==> config.mk <==
export PLATFORM = sky130hd
export DESIGN_NAME = clockdivider_multi
export DESIGN_NICKNAME = d
export VERILOG_FILES = /design/src/rtl/clockdivider_multi.sv
export SDC_FILE = /design/constraint.sdc
export NUM_CORES = 1
export LEC_CHECK = 0
export ABC_AREA = 1
export CAP_MARGIN = 0
export CORE_ASPECT_RATIO = 0.9
export CORE_MARGIN = 3
export CORE_UTILIZATION = 55
export DETAILED_ROUTE_END_ITERATION = 12
export HOLD_SLACK_MARGIN = 0.06
export PLACE_DENSITY_LB_ADDON = 0.15
export SYNTH_ARGS = -nofsm -noshare
export SYNTH_HDL_FRONTEND = slang
export SYNTH_SLANG_ARGS = --single-unit
==> constraint.sdc <==
create_clock -name clk -period 3.29 [get_ports clk]
set_input_delay 0.987 -clock clk [delete_from_list [all_inputs] [get_ports clk]]
set_output_delay 0.987 -clock clk [all_outputs]
set_load 0.03 [all_outputs]
==> src/rtl/clockdivider_multi.sv <==
// Multi-channel programmable clock divider / tick generator with shadowed per-channel config.
// Optional CLKDIV_SYNC_EN adds sync_in for phase-aligning all enabled channels.
module clockdivider_multi #(
   parameter int unsigned NUM_CH      = 4,
   parameter int unsigned CNT_W       = 13,
   parameter int unsigned DEFAULT_DIV = 5000
) (
   input  logic                                       clk,
   input  logic                                       rst_n,
   input  logic [NUM_CH-1:0]                          en,
   input  logic                                       cfg_wr,
   input  logic [((NUM_CH > 1) ? $clog2(NUM_CH) : 1)-1:0] cfg_ch,
   input  logic [CNT_W-1:0]                           cfg_div,
   input  logic                                       cfg_mode,
`ifdef CLKDIV_SYNC_EN
   input  logic                                       sync_in,
`endif
   output logic                                       cfg_ack,
   output logic [NUM_CH-1:0]                          clk_div,
   output logic [NUM_CH-1:0]                          tick
);

   typedef enum logic {MODE_TOGGLE = 1'b0, MODE_PULSE = 1'b1} mode_e;

   logic w_sync;
   logic r_ack;

`ifdef CLKDIV_SYNC_EN
   assign w_sync = sync_in;
`else
   assign w_sync = 1'b0;
`endif

   always_ff @(posedge clk or negedge rst_n) begin
      if (!rst_n) r_ack <= 1'b0;
      else        r_ack <= cfg_wr;
   end

   assign cfg_ack = r_ack;

   for (genvar g = 0; g < NUM_CH; g++) begin : g_ch
      logic [CNT_W-1:0] r_cnt;
      logic [CNT_W-1:0] r_div;
      logic [CNT_W-1:0] r_sh_div;
      mode_e            r_mode;
      mode_e            r_sh_mode;
      logic             r_pend;
      logic             r_clk;
      logic             r_tick;
      logic             w_sel;
      logic             w_hold;
      logic             w_last;
      logic             w_apply;

      assign w_sel   = cfg_wr && (int'(cfg_ch) == g);
      // Disabled, halted (D=0) and sync-forced channels share one path: cleared, config applies at once.
      assign w_hold  = !en[g] || w_sync || (r_div == '0);
      assign w_last  = (r_cnt >= r_div - CNT_W'(1));
      assign w_apply = r_pend && (w_hold || w_last);

      always_ff @(posedge clk or negedge rst_n) begin
         if (!rst_n) begin
            r_cnt     <= '0;
            r_div     <= CNT_W'(DEFAULT_DIV);
            r_mode    <= MODE_TOGGLE;
            r_sh_div  <= '0;
            r_sh_mode <= MODE_TOGGLE;
            r_pend    <= 1'b0;
            r_clk     <= 1'b0;
            r_tick    <= 1'b0;
         end else begin
            if (w_sel) begin
               r_sh_div  <= cfg_div;
               r_sh_mode <= mode_e'(cfg_mode);
            end
            // A write landing on the apply cycle stays pending for the following boundary.
            if (w_apply) begin
               r_div  <= r_sh_div;
               r_mode <= r_sh_mode;
               r_pend <= w_sel;
            end else if (w_sel) begin
               r_pend <= 1'b1;
            end

            if (w_hold) begin
               r_cnt  <= '0;
               r_clk  <= 1'b0;
               r_tick <= 1'b0;
            end else begin
               r_tick <= w_last;
               if (w_last) begin
                  r_cnt <= '0;
                  r_clk <= (w_apply || (r_mode == MODE_PULSE)) ? 1'b0 : ~r_clk;
               end else begin
                  r_cnt <= r_cnt + CNT_W'(1);
                  if (r_mode == MODE_PULSE) r_clk <= 1'b0;
               end
            end
         end
      end

      assign clk_div[g] = r_clk;
      assign tick[g]    = r_tick;
   end

endmodule
==> summary.md <==
| Metric | Value |
|---|---|
| Run status | `finished clean` |
| Die area | `0.0193 mm2` |
| Count leader, synth | `nand2_1` |
| Fmax | `341 MHz` |
| Most used DFF post-synth | `dfrtp_1` |
| EDFF count, synth | `0` |
| DRT Pass-1 Iters | `5` |
| Tightest Hold Check Type | `reg2reg` |
| WP buf/inv | `2` |
| Post-DP HPWL | `14000 um` |
| Arrival @ worst endpoint | `3300 ps` |
| Crit path kind | `reg2reg` |
| Core area | `0.0171 mm2` |
| Startpoint types | `register` |
| Post-synthesis sequential area ratio | `45.9%` |
| Mean Syn Cell Area | `8.19 um2` |
| Gate Count Post-Synth | `1185` |
| Buffer depth of the longest clock path | `2` |
| Total Neg Setup Slack | `0 ps` |
| Power Total | `0.00852 W` |
| Initial detailed-routing violation count | `451` |
| Reg-to-reg startpoint | `g_ch[0].r_div[2]` |
| Clock-pin slew on the worst setup and hold paths | `60 ps` |
| Power density cells | `792 mW/mm2` |
| FP Rows | `45` |
| Clk_lat worst skew | `430 ps` |
| Initial Utilization | `56.9%` |
| Worst-path cell chain | `or2_2 -> nor2_1 -> nand3_1 -> nor2_1 -> nand3b_1 -> xnor2_1 -> inv_1 -> ha_1 -> nand2_1 -> nor2_1 -> nand2_1 -> o21ai_0 -> nor2_1 -> nand3_2 -> buf_4 -> nand3_1 -> nand2_1` |
| Worst path max stage delay | `410 ps` |
| Post-route ant nets | `0` |
| Netlist cell types | `34` |
| Initial antenna violation count | `0` |
| Area delta synth->final | `10.8%` |
| Post-CTS setup repair buffer count | `0` |
| Reg2Reg Depth | `17` |
| Reg-to-Reg End | `g_ch[0].r_div[2]` |
| Vias in the first global route | `7034` |
| Worst setup EP type | `register` |
| TritonCTS Buffers | `17` |
| CTS tree | `done` |
| WL per Instance | `13.4 um` |
| Crit. Startpoint | `g_ch[0].r_div[2]` |
| Total Nets Final | `1290` |
| RSZ-0062 raised after global routing | `no` |
| Slew @ Worst Pin | `603 ps` |
| Tmin final | `2930 ps` |
| Clock root buffer | `clkbuf_16` |
| I/O Buffers | `31` |
| Syn Nets | `1268` |
| Largest net degree at the start of global routing | `67` |
| Lkg Pwr | `5.46 nW` |
| Height of the die | `132 um` |
| CTS HTree Levels | `4` |
| Hold Fails Final Rpt | `0` |
| Cell depth of the worst setup path | `17` |
| Pins Over Slew Limit | `0` |
| Maxcap violations | `0` |
| Fillers | `1517` |
| Setup Skew | `10.1 ps` |
| Top cells by count, synth | `334 x nand2_1, 157 x dfrtp_1, 129 x inv_1` |
| Via/cell ratio | `5.10` |
| Most used cell, CP | `nor2_1` |
| GRT overflow | `0` |
| Crit-path max FO | `15` |
| CP endpoint | `g_ch[0].r_div[2]` |
| Antenna diode count | `0` |
| CP max stage cell | `dfrtp_1` |
| Layout cells sized above 1 | `7.71%` |
| Rel. slew slack | `59.8%` |
| VDD IR-drop max | `0.485 mV` |
| Post-Syn Area | `0.00970 mm2` |
| Setup-failing EPs final | `0` |
| Die width | `146 um` |
| Main area contributors after synthesis | `dfrtp_1 40%, nand2_1 13%, ha_1 7.7%, dfstp_2 5.4%, nand3_1 5.2%` |
| Top Ports | `32` |
| DRC | `0` |
| Share of the clock period used by the worst path after layout | `89.0%` |
| CP top delay family | `simple AND/OR/NAND/NOR gates` |
| Worst R2R Setup Slack | `360 ps` |
| Yosys reg bits | `177` |
| Synth warnings | `0` |
| Worst EP required | `3660 ps` |
| Placer Congestion | `0.822` |
| Sink Count | `177` |
| Total wire length | `19500 um` |
| Share of Yosys cell area claimed by the top area cell type | `40.5%` |
| Detailed-route via count | `7419` |
| Async SR Flop Fraction | `100%` |
| Tot GR Track Use | `21.1%` |
| First-pass GRT wire length | `33800 um` |
| Yosys top cell by area | `dfrtp_1` |
-- per-layer routing --
metal	GRT usage, %	up-vias	share of wire (%)
li1	-	3782	-
met1	30.2	3486	48
met2	32.6	134	46
met3	5.12	17	5.1
met4	5.54	0	0.98
met5	0	-	0
-- report_power, final --
part | total, W | switching, W | internal [W] | leakage, nW
Sequential | 0.00330 | 0.000532 | 0.00277 | 2.26
Clock | 0.00205 | 0.000847 | 0.00120 | 0.285
Combinational | 0.00317 | 0.00189 | 0.00128 | 2.91
-- what timing repair did --
item | 4_1_cts | 5_1_grt
endpoints found under the setup margin | 0 | 49
gates resized for setup | 0 | 3
hold buffers | 0 | 0
-- placed cells by master, fill, tap and decap left out, types with 4 or more instances in the layout --
cell type / n
nand2_2: 5
dfrtp_1: 157
nor2_1: 119
clkdlybuf4s50_1: 30
clkbuf_16: 17
nand2_1: 332
ha_1: 60
o21ai_0: 65
dfstp_2: 20
buf_4: 15
nand3_2: 6
inv_1: 129
a21oi_1: 22
nor3b_1: 14
xor2_1: 33
nor3_1: 13
clkinv_2: 5
xnor2_1: 29
nand3_1: 101
nand4_1: 8
nor2_4: 4
-- tightest hold or removal path: stages (launching register included) --
cell and delay, ps:
dfrtp_1 350, nand2_1 50, nand2_1 40
-- flip-flops by register name (all words and copies together) (netlist names) --
signal          flops
g_ch.r_cnt         52
g_ch.r_div         52
g_ch.r_sh_div      52
g_ch.r_clk          4
g_ch.r_mode         4
g_ch.r_pend         4
g_ch.r_sh_mode      4
g_ch.r_tick         4
cfg_ack             1
-- final cells by class --
type                            instances  area [um2]  area share, %
Sequential cell                       177        4450           41.4
Clock inverter                         11         139           1.29
Inverter                              129         484           4.50
Multi-Input combinational cell        835        4490           41.7
Timing Repair Buffer                   47         444           4.13
Clock buffer                           20         447           4.16
Tap cell                              235         294           2.74
-- worst min-delay path by stage --
stage,slack [ps],to,cells past startpoint,from
floorplan,440,g_ch[0].r_mode,2,g_ch[0].r_mode
global placement,460,g_ch[2].r_mode,2,g_ch[2].r_mode
detailed placement,460,g_ch[1].r_div[0],2,g_ch[1].r_div[0]
CTS,480,g_ch[1].r_div[0],2,g_ch[1].r_div[0]
global route,500,g_ch[1].r_div[8],2,g_ch[1].r_div[8]
finish,470,g_ch[1].r_mode,2,g_ch[1].r_mode
-- stage by stage --
step                area [um2]  instances  hold slack, ps  worst slack [ps]  utilization [%]
finish                   10800       1454             475               362             63.0
CTS                      10700       1454             480               161             63.0
detailed placement       10200       1423             463               285             59.5
global placement         10200       1423             457               381             59.5
floorplan                 9700       1185             442               677                -
global route             10800       1454             499              10.8             63.0
-- logic make-up (layout without fill, tap and decap cells) --
logic type / Yosys count / in the layout / synth area share [%]
AO/OA/AOI/OAI: 94 / 94 / 5.35
adder cells (fa/ha/maj): 60 / 60 / 7.74
buffers and inverters: 173 / 207 / 7.96
flip-flops: 177 / 177 / 45.9
XOR/XNOR: 62 / 62 / 5.60
AND/OR/NAND/NOR: 619 / 619 / 27.5
No activity file was read; power rests on OpenSTA's default activity.
